File: src/rtl/pipeline_hazard_ctrl.sv
// Stall/flush controller for the 5-stage pipeline.
// Resolves memory wait, load-use and redirect hazards.
// Also tracks the memory-wait timeout and keeps saturating event counters.
//
// state    | meaning
// ---------+---------------------------------------------------------
// RUN      | normal flow; a new memory request that is not ready stalls
// MEM_WAIT | waiting on data memory; the wait timer counts cycles
// HALT     | memory timed out; pipeline frozen until rst
module pipeline_hazard_ctrl #(
    parameter int unsigned MEM_TIMEOUT = 16,
    parameter int unsigned CNT_W       = 16
) (
    input  logic             clk,
    input  logic             rst,
    input  logic [4:0]       rs1_ID,
    input  logic [4:0]       rs2_ID,
    input  logic             rs1_used_ID,
    input  logic             rs2_used_ID,
    input  logic [4:0]       rd_EX,
    input  logic             RegWrite_EX,
    input  logic             DatatoReg_EX,
    input  logic             redirect_EX,
    input  logic             mem_req_MEM,
    input  logic             mem_ready,
    output logic             PC_EN,
    output logic             IFID_EN,
    output logic             IFID_flush,
    output logic             IDEX_EN,
    output logic             IDEX_flush,
    output logic             EXMEM_EN,
    output logic             MEMWB_flush,
    output logic             mem_timeout_err,
    output logic [CNT_W-1:0] stall_cnt,
    output logic [CNT_W-1:0] flush_cnt,
    output logic [CNT_W-1:0] memwait_cnt
);

    typedef enum logic [1:0] {RUN, MEM_WAIT, HALT} state_t;

    localparam logic [7:0]       TIMEOUT_LIM = 8'(MEM_TIMEOUT);
    localparam logic [CNT_W-1:0] CNT_ONE     = CNT_W'(1);
    localparam logic [CNT_W-1:0] CNT_MAX     = '1;

    state_t           state_q, state_d;
    logic [7:0]       timer_q, timer_d;
    logic             err_q, err_d;
    logic [CNT_W-1:0] stall_cnt_q, flush_cnt_q, memwait_cnt_q;

    logic mem_stall;
    logic load_use;
    logic redirect_act;
    logic load_use_act;

    // Hazard detection; masked hazards stay on the inputs of the frozen pipeline
    // and are picked up again on the release cycle.
    always_comb begin
        mem_stall = ((state_q == RUN) && mem_req_MEM && !mem_ready) ||
                    ((state_q == MEM_WAIT) && !mem_ready) ||
                    (state_q == HALT);
        load_use  = DatatoReg_EX && RegWrite_EX && (rd_EX != 5'd0) &&
                    ((rs1_used_ID && (rs1_ID == rd_EX)) ||
                     (rs2_used_ID && (rs2_ID == rd_EX)));
        redirect_act = !mem_stall && redirect_EX;
        load_use_act = !mem_stall && !redirect_EX && load_use;
    end

    // Next-state, wait timer and sticky timeout flag; ready beats the timeout.
    always_comb begin
        state_d = state_q;
        timer_d = timer_q;
        err_d   = err_q;
        case (state_q)
            RUN: begin
                timer_d = 8'd0;
                if (mem_req_MEM && !mem_ready) begin
                    state_d = MEM_WAIT;
                end
            end
            MEM_WAIT: begin
                if (mem_ready) begin
                    state_d = RUN;
                    timer_d = 8'd0;
                end else begin
                    timer_d = timer_q + 8'd1;
                    if (timer_d >= TIMEOUT_LIM) begin
                        state_d = HALT;
                        err_d   = 1'b1;
                    end
                end
            end
            HALT: begin
                state_d = HALT;
            end
            default: begin
                state_d = RUN;
                timer_d = 8'd0;
            end
        endcase
    end

    // Enables and flushes by priority; everything is held inactive during reset.
    always_comb begin
        PC_EN       = 1'b1;
        IFID_EN     = 1'b1;
        IFID_flush  = 1'b0;
        IDEX_EN     = 1'b1;
        IDEX_flush  = 1'b0;
        EXMEM_EN    = 1'b1;
        MEMWB_flush = 1'b0;
        if (rst) begin
            PC_EN    = 1'b0;
            IFID_EN  = 1'b0;
            IDEX_EN  = 1'b0;
            EXMEM_EN = 1'b0;
        end else if (mem_stall) begin
            PC_EN       = 1'b0;
            IFID_EN     = 1'b0;
            IDEX_EN     = 1'b0;
            EXMEM_EN    = 1'b0;
            MEMWB_flush = 1'b1;
        end else if (redirect_EX) begin
            IFID_flush = 1'b1;
            IDEX_flush = 1'b1;
        end else if (load_use) begin
            PC_EN      = 1'b0;
            IFID_EN    = 1'b0;
            IDEX_flush = 1'b1;
        end
    end

    // State, timer, error flag and saturating counters.
    always_ff @(posedge clk or posedge rst) begin
        if (rst) begin
            state_q       <= RUN;
            timer_q       <= 8'd0;
            err_q         <= 1'b0;
            stall_cnt_q   <= '0;
            flush_cnt_q   <= '0;
            memwait_cnt_q <= '0;
        end else begin
            state_q <= state_d;
            timer_q <= timer_d;
            err_q   <= err_d;
            if (load_use_act && (stall_cnt_q != CNT_MAX)) begin
                stall_cnt_q <= stall_cnt_q + CNT_ONE;
            end
            if (redirect_act && (flush_cnt_q != CNT_MAX)) begin
                flush_cnt_q <= flush_cnt_q + CNT_ONE;
            end
            if (mem_stall && (memwait_cnt_q != CNT_MAX)) begin
                memwait_cnt_q <= memwait_cnt_q + CNT_ONE;
            end
        end
    end

    assign mem_timeout_err = err_q;
    assign stall_cnt       = stall_cnt_q;
    assign flush_cnt       = flush_cnt_q;
    assign memwait_cnt     = memwait_cnt_q;

endmodule

File: config.mk
export PLATFORM = sky130hd
export DESIGN_NAME = pipeline_hazard_ctrl
export DESIGN_NICKNAME = d
export VERILOG_FILES = /design/src/rtl/pipeline_hazard_ctrl.sv
export SDC_FILE = /design/constraint.sdc
export NUM_CORES = 1
export LEC_CHECK = 0
export ABC_AREA = 1
export BUFFER_PORTS_ARGS = -buffer_cell sky130_fd_sc_hd__buf_2
export CAP_MARGIN = 10
export CORE_UTILIZATION = 55
export DETAILED_ROUTE_END_ITERATION = 10
export PLACE_DENSITY_LB_ADDON = 0.2
export SLEW_MARGIN = 10
export SYNTH_ARGS = -nofsm -noshare
export SYNTH_HDL_FRONTEND = slang
export SYNTH_SLANG_ARGS = --single-unit
export TNS_END_PERCENT = 20
File: constraint.sdc
create_clock -name clk -period 2.64 [get_ports clk]
set_input_delay 0.264 -clock clk [delete_from_list [all_inputs] [get_ports clk]]
set_output_delay 0.264 -clock clk [all_outputs]
set_load 0.05 [all_outputs]
==> metrics.md, run 1 <==
| Metric | Value |
|---|---|
| Combined flip-flop and latch cell area | ~1500 um^2 |
| Worst setup EP type | output port |
| Total number of vias | around 3400 |
| Largest net degree at the start of global routing | 60 |
| CTS resizes | 0 |
| Number of synthesized flops with an enable pin | 0 |
| Final worst-path cycle share | 0.8212 |
| Routed len/inst | about 12 um |
| Max Slew Vio Count | 0 |
| Count of unresolved DRC violations after routing | 0 |
| Dpl hpwl | between 5000 and 6000 um |
| Setup repair after global routing missed its margin | no |
| Count of standard-cell rows | 29 |
| Startpoint type of the worst setup path | flip-flop |
| Multi-input combinational cell area | roughly 1800 um^2 |
| Library cell with the largest summed area after synthesis | dfrtp_1 |
| Worst-case setup margin in the final layout | 0.4721 ns |
| First-pass iteration count of the detailed router | 5 |
| Post-synthesis adder-cell area fraction | 0.01378 |
| Clk sinks | slightly below 60 |
| R2r setup slk | ~0.7 ns |
| Residual overflow from global routing | 0 |
| Post-synthesis cell type count | 29 |
| Starting density of the core | 0.5720 |
| Worst slack at placement | between 0.7 and 0.8 ns |
| Most instantiated flip-flop cell in the synthesis netlist | dfrtp_1 |
| Crit-path leading delay family | simple AND/OR/NAND/NOR gates |
| Post-synthesis compound-gate area fraction | 0.04650 |
| Placeable core area | 6350 um^2 |
| Placer congestion estimate | between 0.9 and 1 |
| Top cell types by occurrence after synthesis | 172 x nand2_1, 62 x inv_1, 59 x dfrtp_1 |
| Arr. time, crit path | around 1.9 ns |
| Combinational family with the most area after synthesis | simple AND/OR/NAND/NOR gates |
| Final WL | 7938 um |
| Leakage dissipation | around 2.3 nW |
| Required time worst endpoint | ~2.4 ns |
| Slew at the pin closest to its max-slew limit | between 0.7 and 0.8 ns |
| Synth top area cells | dfrtp_1 41%, nand2_1 18%, inv_1 6.4% |
| Critical Path Max Stage Delay | about 0.36 ns |
| Overall die width | 83.27 um |
| Final Critical Period | 2.168 ns |
| Clock Latency Late Sink | 0.34 ns |
| Cts hold-fix bufs | 0 |
| Proportion of layout cells with a drive suffix above 1 | 0.1942 |
| Post-Synthesis Cell Area | around 3600 um^2 |
| Inserted Clock Buffers | 9 |
| Xor and xnor fraction of the mapped netlist area | 0.08922 |
| Setup Total Neg Slack | 0 ns |
| Worst path cell trace | inv_1 -> nor2_2 -> nand2_4 -> nand2_2 -> inv_2 -> nand2_4 -> nor2_1 -> o21a_1 -> buf_2 |
| Antenna fix cells | 0 |
| Slew headroom | 0.5095 |
| Max rail drop VDD | around 0.36 mV |
| Relative area change from synthesis to final layout | 17.50% |
| Achievable clock frequency | around 460 MHz |
| Boundary Pins | 80 |
| Crit-path most repeated cell | nand2_4 |
| Total setup violations reported at the end of the flow | 0 |
| Antenna violations before repair | 0 |
| Seq cells post-synth | a little under 60 |
| Count of nets left with antenna violations after detail routing | 0 |
| CTS root buf | clkbuf_8 |
| Max-Cap Viols | 0 |
| Max FO, Critical Path | 9 |
| Share of the synthesized area in the top cell type | 0.4065 |
| Number of hold violations in the final report | 0 |
| Layout Skew | 0.007407 ns |
| Fraction of the yosys area taken by sequential cells | 0.4065 |
| Count of non-filler cells in the finished layout | 664 |
| Height of the die | between 80 and 90 um |
| Routed via count divided by cell count | roughly 5.2 |
| Mean instance size in the synthesized netlist | 7.294 um^2 |
| Post-CTS setup buffer count | 0 |
| Count of buffer and inverter cells on the critical path | 3 |
| Detailed Route Iter0 Violations | 155 |
| Worst hold-check path type | in2async |
| Endpoint of the most critical register-to-register path | flush_cnt[13]$_DFFE_PP0P_ |
| Share of the core filled with cells | 0.6721 |
| Most used standard cell by instance count after synthesis | nand2_1 |
| CTS tree | built |
| Nets | 610 |
| Yosys warning count | 0 |
| Clk pin slew, worst setup/hold paths | about 0.07 ns |
| Synthesized instance count | around 500 |
| Nets in the synthesized netlist | 526 |
| Cell total after placement | between 600 and 700 |
| Fraction of synthesis flops using an asynchronous set or reset pin | 1.000 |
| All-Layer GR Usage | 0.2486 |
| Largest buffer count on any clock path | 2 |
| Startpoint of the worst-slack reg-to-reg timing path | flush_cnt[0]$_DFFE_PP0P_ |
| Die outline area | a little under 7000 um^2 |
| Setup CP Type | reg2out |
| Post-synthesis mux area share | 0 |
| Number of global-route vias before repair | 3308 |
| Power per standard cell area | roughly 430 nW/um^2 |
| Quantity of I/O buffers inserted on ports | ~80 |
| Number of fill cells | approximately 560 |
| Status | completed |
| Simple-gate share of the synthesized area | 0.3576 |
| Number of H-tree branching levels | 3 |
| Reg2reg path depth | 8 |
| Wire length of the first global-routing pass | roughly 14000 um |
| Cell with the biggest individual delay on the critical path | dfrtp_1 |
## routing by layer
metal | routed length (um) | part of all wire | GRT usage
met1 | 3685 | 0.46 | 0.3214
met2 | 3743 | 0.47 | 0.4098
met3 | 337 | 0.042 | 0.03877
met4 | 171 | 0.022 | 0.1160
met5 | 0 | 0 | 0
## through the flow
stage / total power [mW] / hold slack, ns / area [um^2]
after floorplan: 0.9623 / 0.4861 / 3632
after global placement: 0.9940 / 0.4761 / 4064
after detailed placement: 0.9960 / 0.4748 / 4064
after CTS: 1.841 / 0.1970 / 4268
after global routing: 1.894 / 0.2611 / 4268
final: 1.823 / 0.1465 / 4268
## cell type report
cell class | instances | share of cell area
Tap cell | 77 | 0.02257
Clock inverter | 4 | 0.01143
Timing Repair Buffer | 80 | 0.09440
Clock buffer | 12 | 0.03635
Sequential cell | 59 | 0.3459
Multi-Input combinational cell | 367 | 0.4315
Inverter | 65 | 0.05775
## power breakdown
group          switching (mW)  total [mW]  leakage (nW)  internal, mW
logic                  0.0493      0.0735          1.49        0.0243
registers                   0       0.904         0.726         0.904
clock network           0.360       0.845         0.106         0.486
## how the worst max path moves through the flow
stage	cells past startpoint	from	slack, ns	endpoint
3_3_place_gp	8	flush_cnt[0]$_DFFE_PP0P_	0.81	flush_cnt[13]$_DFFE_PP0P_
3_5_place_dp	8	flush_cnt[0]$_DFFE_PP0P_	0.71	flush_cnt[13]$_DFFE_PP0P_
4_1_cts	9	state_q[0]$_DFFE_PP0P_	0.46	IDEX_flush
2_1_floorplan	10	state_q[0]$_DFFE_PP0P_	0.05	PC_EN
6_report	9	state_q[0]$_DFFE_PP0P_	0.47	IDEX_flush
5_1_grt	10	state_q[0]$_DFFE_PP0P_	0.28	IFID_EN
## sequential cells by signal, summed over array words and instances, names as in the netlist
| signal | cells |
|---|---|
| state_q | 2 |
| flush_cnt | 16 |
| stall_cnt | 16 |
| memwait_cnt | 16 |
| timer_q | 8 |
| mem_timeout_err | 1 |
## cell usage in the layout, fill, tap and decap left out, drive strengths merged, types with 4 or more instances in the layout
cell	n
nand2	179
buf	80
inv	65
dfrtp	59
nor2	45
nand3	37
xor2	25
nor3	22
o21ai	21
xnor2	12
clkbuf	12
nand4	9
nand3b	4
ha	4
## worst reg2reg max path: cells and delay by family, from the launching register on
kind            cells  cell delay [ns]
simple gates        5             0.94
fa+ha+maj           1             0.27
compound gates      1             0.07
flops               1             0.41
buf+inv             1             0.15
## cells by family (layout without fill, tap and decap cells)
kind of cell,count (synthesis),in the layout
and+or+nand+nor,296,296
buffers and inverters,72,161
DFF,59,59
xor gates and xnor gates,37,37
AOI/OAI and AO/OA,30,30
adders and majority gates,4,4
Note: power is estimated with default switching activity, not from simulation.
==> run 2, diff against run 1 <==
==> constraint.sdc (replaced) <==
create_clock -name clk -period 2.14 [get_ports clk]
set_input_delay 0.214 -clock clk [delete_from_list [all_inputs] [get_ports clk]]
set_output_delay 0.214 -clock clk [all_outputs]
set_load 0.05 [all_outputs]
==> run 2 against run 1 <==
Clock-buffer cell count unchanged. Non-clock buffer count did not move. Worst hold slack gained 0.013 ns. Cell area decreased by 0.32%. Die area unchanged. Sequential share of layout area grew 0.11 points. Clock power grew 7.0%. Wire length rose by 1.1%.
==> metrics.md, run 2 (synthesized netlist as in run 1, its figures left out) <==
| Metric | Value |
|---|---|
| Status | completed |
| Setup Total Neg Slack | 0 ns |
| Switching Power | 0.4966 mW |
| Setup CP Type | reg2out |
| CTS tree | built |
| Height of the die | 83.27 um |
| Arr. time, crit path | around 1.8 ns |
| Final Critical Period | about 2 ns |
| Number of hold violations in the final report | 0 |
| Largest net degree at the start of global routing | 60 |
| Count of non-filler cells in the finished layout | 662 |
| Worst slack at placement | between 0.2 and 0.25 ns |
| Quantity of I/O buffers inserted on ports | 79 |
| Antenna fix cells | 0 |
| Nets | 610 |
| Overall die width | about 83 um |
| Share of the core filled with cells | 0.6700 |
| Most common cell after layout, fill and taps aside | nand2_1 |
| Number of global-route vias before repair | between 3000 and 4000 |
| Setup repair after global routing missed its margin | no |
| All-Layer GR Usage | 0.2489 |
| Slew at the pin closest to its max-slew limit | roughly 0.73 ns |
| Final cell area excluding filler cells | between 4000 and 5000 um^2 |
| Clk sinks | slightly below 60 |
| CTS root buf | clkbuf_8 |
| Placer congestion estimate | approximately 0.86 |
| Placeable core area | between 6000 and 7000 um^2 |
| Most frequent cells in the layout | 171 x nand2_1, 76 x buf_2, 60 x inv_1 |
| Die outline area | about 6900 um^2 |
| Sequential cell fraction of total power | 0.528 |
| Fraction of power consumed by combinational cells | 0.043 |
| Residual overflow from global routing | 0 |
| Slew headroom | 0.5146 |
| Startpoint type of the worst setup path | flip-flop |
| CTS resizes | 0 |
| Inserted Clock Buffers | 9 |
| Antenna violations before repair | 0 |
| Post-CTS setup buffer count | 0 |
| Power per standard cell area | 496.2 nW/um^2 |
| Clock Latency Late Sink | ~0.33 ns |
| Final WL | between 8000 and 9000 um |
| Worst setup EP type | output port |
| First-pass iteration count of the detailed router | 5 |
| Worst-case setup margin in the final layout | between 0.1 and 0.15 ns |
| Wire length of the first global-routing pass | between 10000 and 15000 um |
| Relative contribution of the clock network to total power | 0.428 |
| Cell total after placement | 648 |
| Placement-stage cell area | about 4100 um^2 |
| Clk pin slew, worst setup/hold paths | approximately 0.07 ns |
| Number of H-tree branching levels | 3 |
| Detailed Route Iter0 Violations | approximately 160 |
| Total number of vias | around 3400 |
| Count of unresolved DRC violations after routing | 0 |
| Dpl hpwl | around 5900 um |
| Achievable clock frequency | 495.2 MHz |
| Cell-internal power | roughly 1.6 mW |
| Starting density of the core | 0.5720 |
| Worst hold-check path type | in2async |
| Max-Cap Viols | 0 |
| Leakage dissipation | approximately 2.3 nW |
| Total setup violations reported at the end of the flow | 0 |
| Relative area change from synthesis to final layout | 17.12% |
| Boundary Pins | 80 |
| Routed via count divided by cell count | 5.165 |
| Max FO, Critical Path | 9 |
| Total design power | between 2 and 2.5 mW |
| Max Slew Vio Count | 0 |
| Critical Path Max Stage Delay | approximately 0.47 ns |
| Switching share of total power | 0.2353 |
| Largest buffer count on any clock path | 2 |
| Required time worst endpoint | slightly below 2 ns |
| Cts hold-fix bufs | 0 |
| Hold WS | between 0.15 and 0.2 ns |
| Layout Skew | 0.006371 ns |
| Proportion of layout cells with a drive suffix above 1 | 0.1983 |
| Cell with the biggest individual delay on the critical path | dfrtp_1 |
| Count of standard-cell rows | 29 |
| Routed len/inst | 12.12 um |
| Final worst-path cycle share | 0.9436 |
| Count of nets left with antenna violations after detail routing | 0 |
| Worst path cell trace | nor2_2 -> nand2_4 -> nand2_2 -> inv_2 -> nand2_4 -> nor2_4 -> o21a_1 -> buf_2 |
| Crit-path most repeated cell | nand2_4 |
| Max rail drop VDD | 0.3273 mV |
-- run 2: changes by cell type in the layout (fill, tap and decap cells not counted), sizes merged --
cell	previous run	this run
clkinvlp	0	1
clkinv	3	1
clkbuf	12	15
buf	80	77
bufinv	1	0
-- run 2: per-layer routing --
| layer | up-vias | share of wire | track usage |
|---|---|---|---|
| li1 | 1728 | - | - |
| met1 | 1605 | 0.46 | 0.3220 |
| met2 | 76 | 0.48 | 0.4180 |
| met3 | 10 | 0.044 | 0.05169 |
| met4 | 0 | 0.014 | 0.07994 |
| met5 | - | 0 | 0 |
-- run 2: power by group through the flow --
stage / Clock (mW) / Sequential (mW) / Combinational (mW)
global route: 0.968 / 1.11 / 0.108
floorplan: 0 / 1.14 / 0.0511
CTS: 0.925 / 1.11 / 0.0932
global placement: 0 / 1.14 / 0.0913
detailed placement: 0 / 1.14 / 0.0929
finish: 0.904 / 1.12 / 0.0916
-- run 2: layout make-up --
| type | instances | area (um^2) |
|---|---|---|
| Fill cell | 564 | 2096 |
| Tap cell | 77 | 96.34 |
| Timing Repair Buffer | 80 | 410.4 |
| Inverter | 65 | 246.5 |
| Clock buffer | 12 | 155.1 |
| Sequential cell | 59 | 1476 |
| Multi-Input combinational cell | 367 | 1857 |
| Clock inverter | 2 | 12.51 |
-- run 2: worst paths after layout --
kind	from	slack, ns	to	depth (start not counted)
max in group asynchronous	rst	1.50	stall_cnt[15]$_DFFE_PP0P_	3
max reg2reg	flush_cnt[0]$_DFFE_PP0P_	0.25	flush_cnt[13]$_DFFE_PP0P_	8
min reg2reg	mem_timeout_err$_DFFE_PP0P_	0.49	mem_timeout_err$_DFFE_PP0P_	1
max	state_q[1]$_DFFE_PP0P_	0.12	IDEX_flush	8
min in group clk	mem_req_MEM	0.27	state_q[0]$_DFFE_PP0P_	3
min	rst	0.16	memwait_cnt[8]$_DFFE_PP0P_	3
-- run 2: worst max-delay path, delay by kind of cell (launching register included) --
family	cells	cell delay [ns]
flip-flops	1	0.47
AND/OR/NAND/NOR	5	0.51
AO/OA/AOI/OAI	1	0.13
buffers and inverters	2	0.34
==> run 3, diff against run 2 <==
--- a/config.mk
+++ b/config.mk
@@ -8,9 +8,10 @@
 export ABC_AREA = 1
 export BUFFER_PORTS_ARGS = -buffer_cell sky130_fd_sc_hd__buf_2
 export CAP_MARGIN = 10
-export CORE_UTILIZATION = 55
+export CORE_UTILIZATION = 49
 export DETAILED_ROUTE_END_ITERATION = 10
 export PLACE_DENSITY_LB_ADDON = 0.2
+export RECOVER_POWER = 50
 export SLEW_MARGIN = 10
 export SYNTH_ARGS = -nofsm -noshare
 export SYNTH_HDL_FRONTEND = slang
==> constraint.sdc (replaced) <==
create_clock -name clk -period 1.85 [get_ports clk]
set_input_delay 0.185 -clock clk [delete_from_list [all_inputs] [get_ports clk]]
set_output_delay 0.185 -clock clk [all_outputs]
set_load 0.05 [all_outputs]
==> run 3 against run 2 <==
Cell area up 3.6%. Register-to-register slack worse by 0.07 ns. Via count is 1.1% higher. Non-clock buffer count rose by 10. Combinational power up 16%. Wire length up 3.3%. Critical path type unchanged. Largest cell class unchanged. Largest power group unchanged.
==> metrics.md, run 3 (synthesized netlist as in run 1, its figures left out) <==
| Metric | Value |
|---|---|
| Status | completed |
| All-Layer GR Usage | 0.2369 |
| Routed via count divided by cell count | just under 5 |
| Largest net degree at the start of global routing | 60 |
| Most frequent cells in the layout | 170 x nand2_1, 59 x inv_1, 55 x dfrtp_1 |
| Final cell area excluding filler cells | 4409 um^2 |
| Cell total after placement | between 600 and 700 |
| Final Critical Period | 1.769 ns |
| Worst path cell trace | inv_2 -> nor2_2 -> nand2_4 -> nand2_2 -> inv_2 -> nand2_4 -> nor2_4 -> o21a_1 -> buf_6 |
| Count of standard-cell rows | 31 |
| Relative contribution of the clock network to total power | 0.454 |
| First-pass iteration count of the detailed router | 4 |
| Wire length of the first global-routing pass | 14410 um |
| CTS tree | built |
| Final WL | 8291 um |
| Sequential cell fraction of total power | 0.504 |
| Cts hold-fix bufs | 0 |
| Antenna fix cells | 0 |
| Routed len/inst | 11.91 um |
| Count of non-filler cells in the finished layout | 696 |
| Share of the core filled with cells | 0.6112 |
| Hold EP | state_q[0]$_DFFE_PP0P_ |
| Cell with the biggest individual delay on the critical path | dfrtp_1 |
| Quantity of I/O buffers inserted on ports | between 70 and 80 |
| Detailed Route Iter0 Violations | between 150 and 200 |
| Crit-path leading delay family | simple AND/OR/NAND/NOR gates |
| Placement-stage cell area | 4170 um^2 |
| Total setup violations reported at the end of the flow | 0 |
| Nets | 620 |
| Clock Latency Late Sink | around 0.34 ns |
| Largest buffer count on any clock path | 2 |
| Max rail drop VDD | about 0.57 mV |
| Height of the die | between 80 and 90 um |
| Startpoint of the worst-slack reg-to-reg timing path | stall_cnt[0]$_DFFE_PP0P_ |
| Placer congestion estimate | roughly 0.85 |
| Clk pin slew, worst setup/hold paths | approximately 0.060 ns |
| Total design power | approximately 2.6 mW |
| Achievable clock frequency | 565.4 MHz |
| Inserted Clock Buffers | 9 |
| Max-Cap Viols | 0 |
| Max Slew Vio Count | 0 |
| Most common cell after layout, fill and taps aside | nand2_1 |
| CTS root buf | clkbuf_8 |
| Total number of vias | between 3000 and 4000 |
| Hold wc startpoint | mem_req_MEM |
| Boundary Pins | 80 |
| Leakage dissipation | around 2.3 nW |
| Worst setup EP type | output port |
| Layout Skew | 0.01106 ns |
| Antenna violations before repair | 0 |
| Hold WS | 0.2610 ns |
| Number of H-tree branching levels | 3 |
| Residual overflow from global routing | 0 |
| Final worst-path cycle share | 0.9560 |
| Clk sinks | 59 |
| Fraction of power consumed by combinational cells | 0.042 |
| Critical Path Max Stage Delay | 0.37 ns |
| Proportion of layout cells with a drive suffix above 1 | 0.1910 |
| Slew headroom | 0.02350 |
| Reg2reg path depth | 8 |
| Setup CP Type | reg2out |
| Count of unresolved DRC violations after routing | 0 |
| Overall die width | ~88 um |
| Relative area change from synthesis to final layout | 21.39% |
| Switching share of total power | 0.2272 |
| Count of buffer and inverter cells on the critical path | 3 |
| Endpoint of the most critical register-to-register path | stall_cnt[5]$_DFFE_PP0P_ |
| Required time worst endpoint | 1.66 ns |
| Number of fill cells | between 600 and 700 |
| Count of nets left with antenna violations after detail routing | 0 |
| Slew at the pin closest to its max-slew limit | approximately 1.5 ns |
| Dpl hpwl | 6156 um |
| Max FO, Critical Path | 6 |
| Die outline area | roughly 7800 um^2 |
| Number of cells on the worst hold path | 3 |
| Worst hold-check path type | in2reg |
| R2r setup slk | 0.18 ns |
| Number of hold violations in the final report | 0 |
| Power per standard cell area | ~580 nW/um^2 |
| Switching Power | 0.5816 mW |
| Startpoint type of the worst setup path | flip-flop |
| Setup repair after global routing missed its margin | yes |
| Cell-internal power | ~2.0 mW |
| Number of global-route vias before repair | 3302 |
| Starting density of the core | 0.5035 |
| Arr. time, crit path | 1.58 ns |
| Placeable core area | roughly 7200 um^2 |
run 3: cell types whose count changed in the layout (fill, tap and decap cells not counted), sizes merged:
| cell | before | now |
|---|---|---|
| clkbuf | 15 | 34 |
| inv | 65 | 64 |
| bufinv | 0 | 1 |
| buf | 77 | 67 |
| clkinv | 1 | 4 |
run 3: power groups by stage:
stage	clock network (mW)	registers, mW	logic, mW
2_1_floorplan	0	1.31	0.0597
4_1_cts	1.20	1.29	0.109
5_1_grt	1.27	1.29	0.124
3_5_place_dp	0	1.31	0.109
3_3_place_gp	0	1.31	0.107
6_report	1.16	1.29	0.106
run 3: cell type report:
cell class / instances / area (um^2) / area share
clock buffer: 11 / 141.4 / 0.03207
sequential: 59 / 1481 / 0.3360
multi-input combinational: 367 / 1881 / 0.4265
clock inverter: 5 / 53.80 / 0.01220
tap: 99 / 123.9 / 0.02809
timing repair buffer: 90 / 478.0 / 0.1084
inverter: 65 / 250.2 / 0.05675
run 3: worst min-delay path: cells and delay by family:
family                 cells  cell delay [ns]
AO/OA/AOI/OAI              1             0.11
AND/OR/NAND/NOR            1             0.14
buffers and inverters      1             0.11
run 3: per-stage QoR:
step | worst slack (ns) | setup TNS, ns
after floorplan | -0.1810 | -1.915
after global placement | 0.1178 | 0
after detailed placement | 0.07080 | 0
after CTS | 0.04802 | 0
after global routing | -0.01111 | -0.02137
final | 0.08138 | 0
run 3: worst max path at each step:
stage                                        start                         to  slack [ns]  cells past startpoint
after global routing        state_q[0]$_DFFE_PP0P_                    IFID_EN       -0.01                     10
after detailed placement  stall_cnt[0]$_DFFE_PP0P_  stall_cnt[14]$_DFFE_PP0P_        0.07                      8
final                       state_q[0]$_DFFE_PP0P_                 IDEX_flush        0.08                      9
after global placement    stall_cnt[0]$_DFFE_PP0P_  stall_cnt[13]$_DFFE_PP0P_        0.12                      8
after floorplan             state_q[0]$_DFFE_PP0P_                      PC_EN       -0.18                     10
after CTS                   state_q[0]$_DFFE_PP0P_                 IDEX_flush        0.05                      9
run 3: layer usage:
layer / vias up / global-route usage / share of wire / wire, um
li1: 1754 / - / - / -
met1: 1607 / 0.3118 / 0.46 / 3833
met2: 85 / 0.3841 / 0.48 / 3949
met3: 9 / 0.05090 / 0.050 / 412
met4: 0 / 0.08944 / 0.012 / 96
met5: - / 0 / 0 / 0
run 3: timing repair:
| item | CTS | global route |
|---|---|---|
| setup endpoints to repair | 7 | 24 |
| resized for setup | 13 | 6 |
| gates cloned | 0 | 0 |
| pin swaps | 1 | 3 |
| buffers inserted | 2 | 1 |
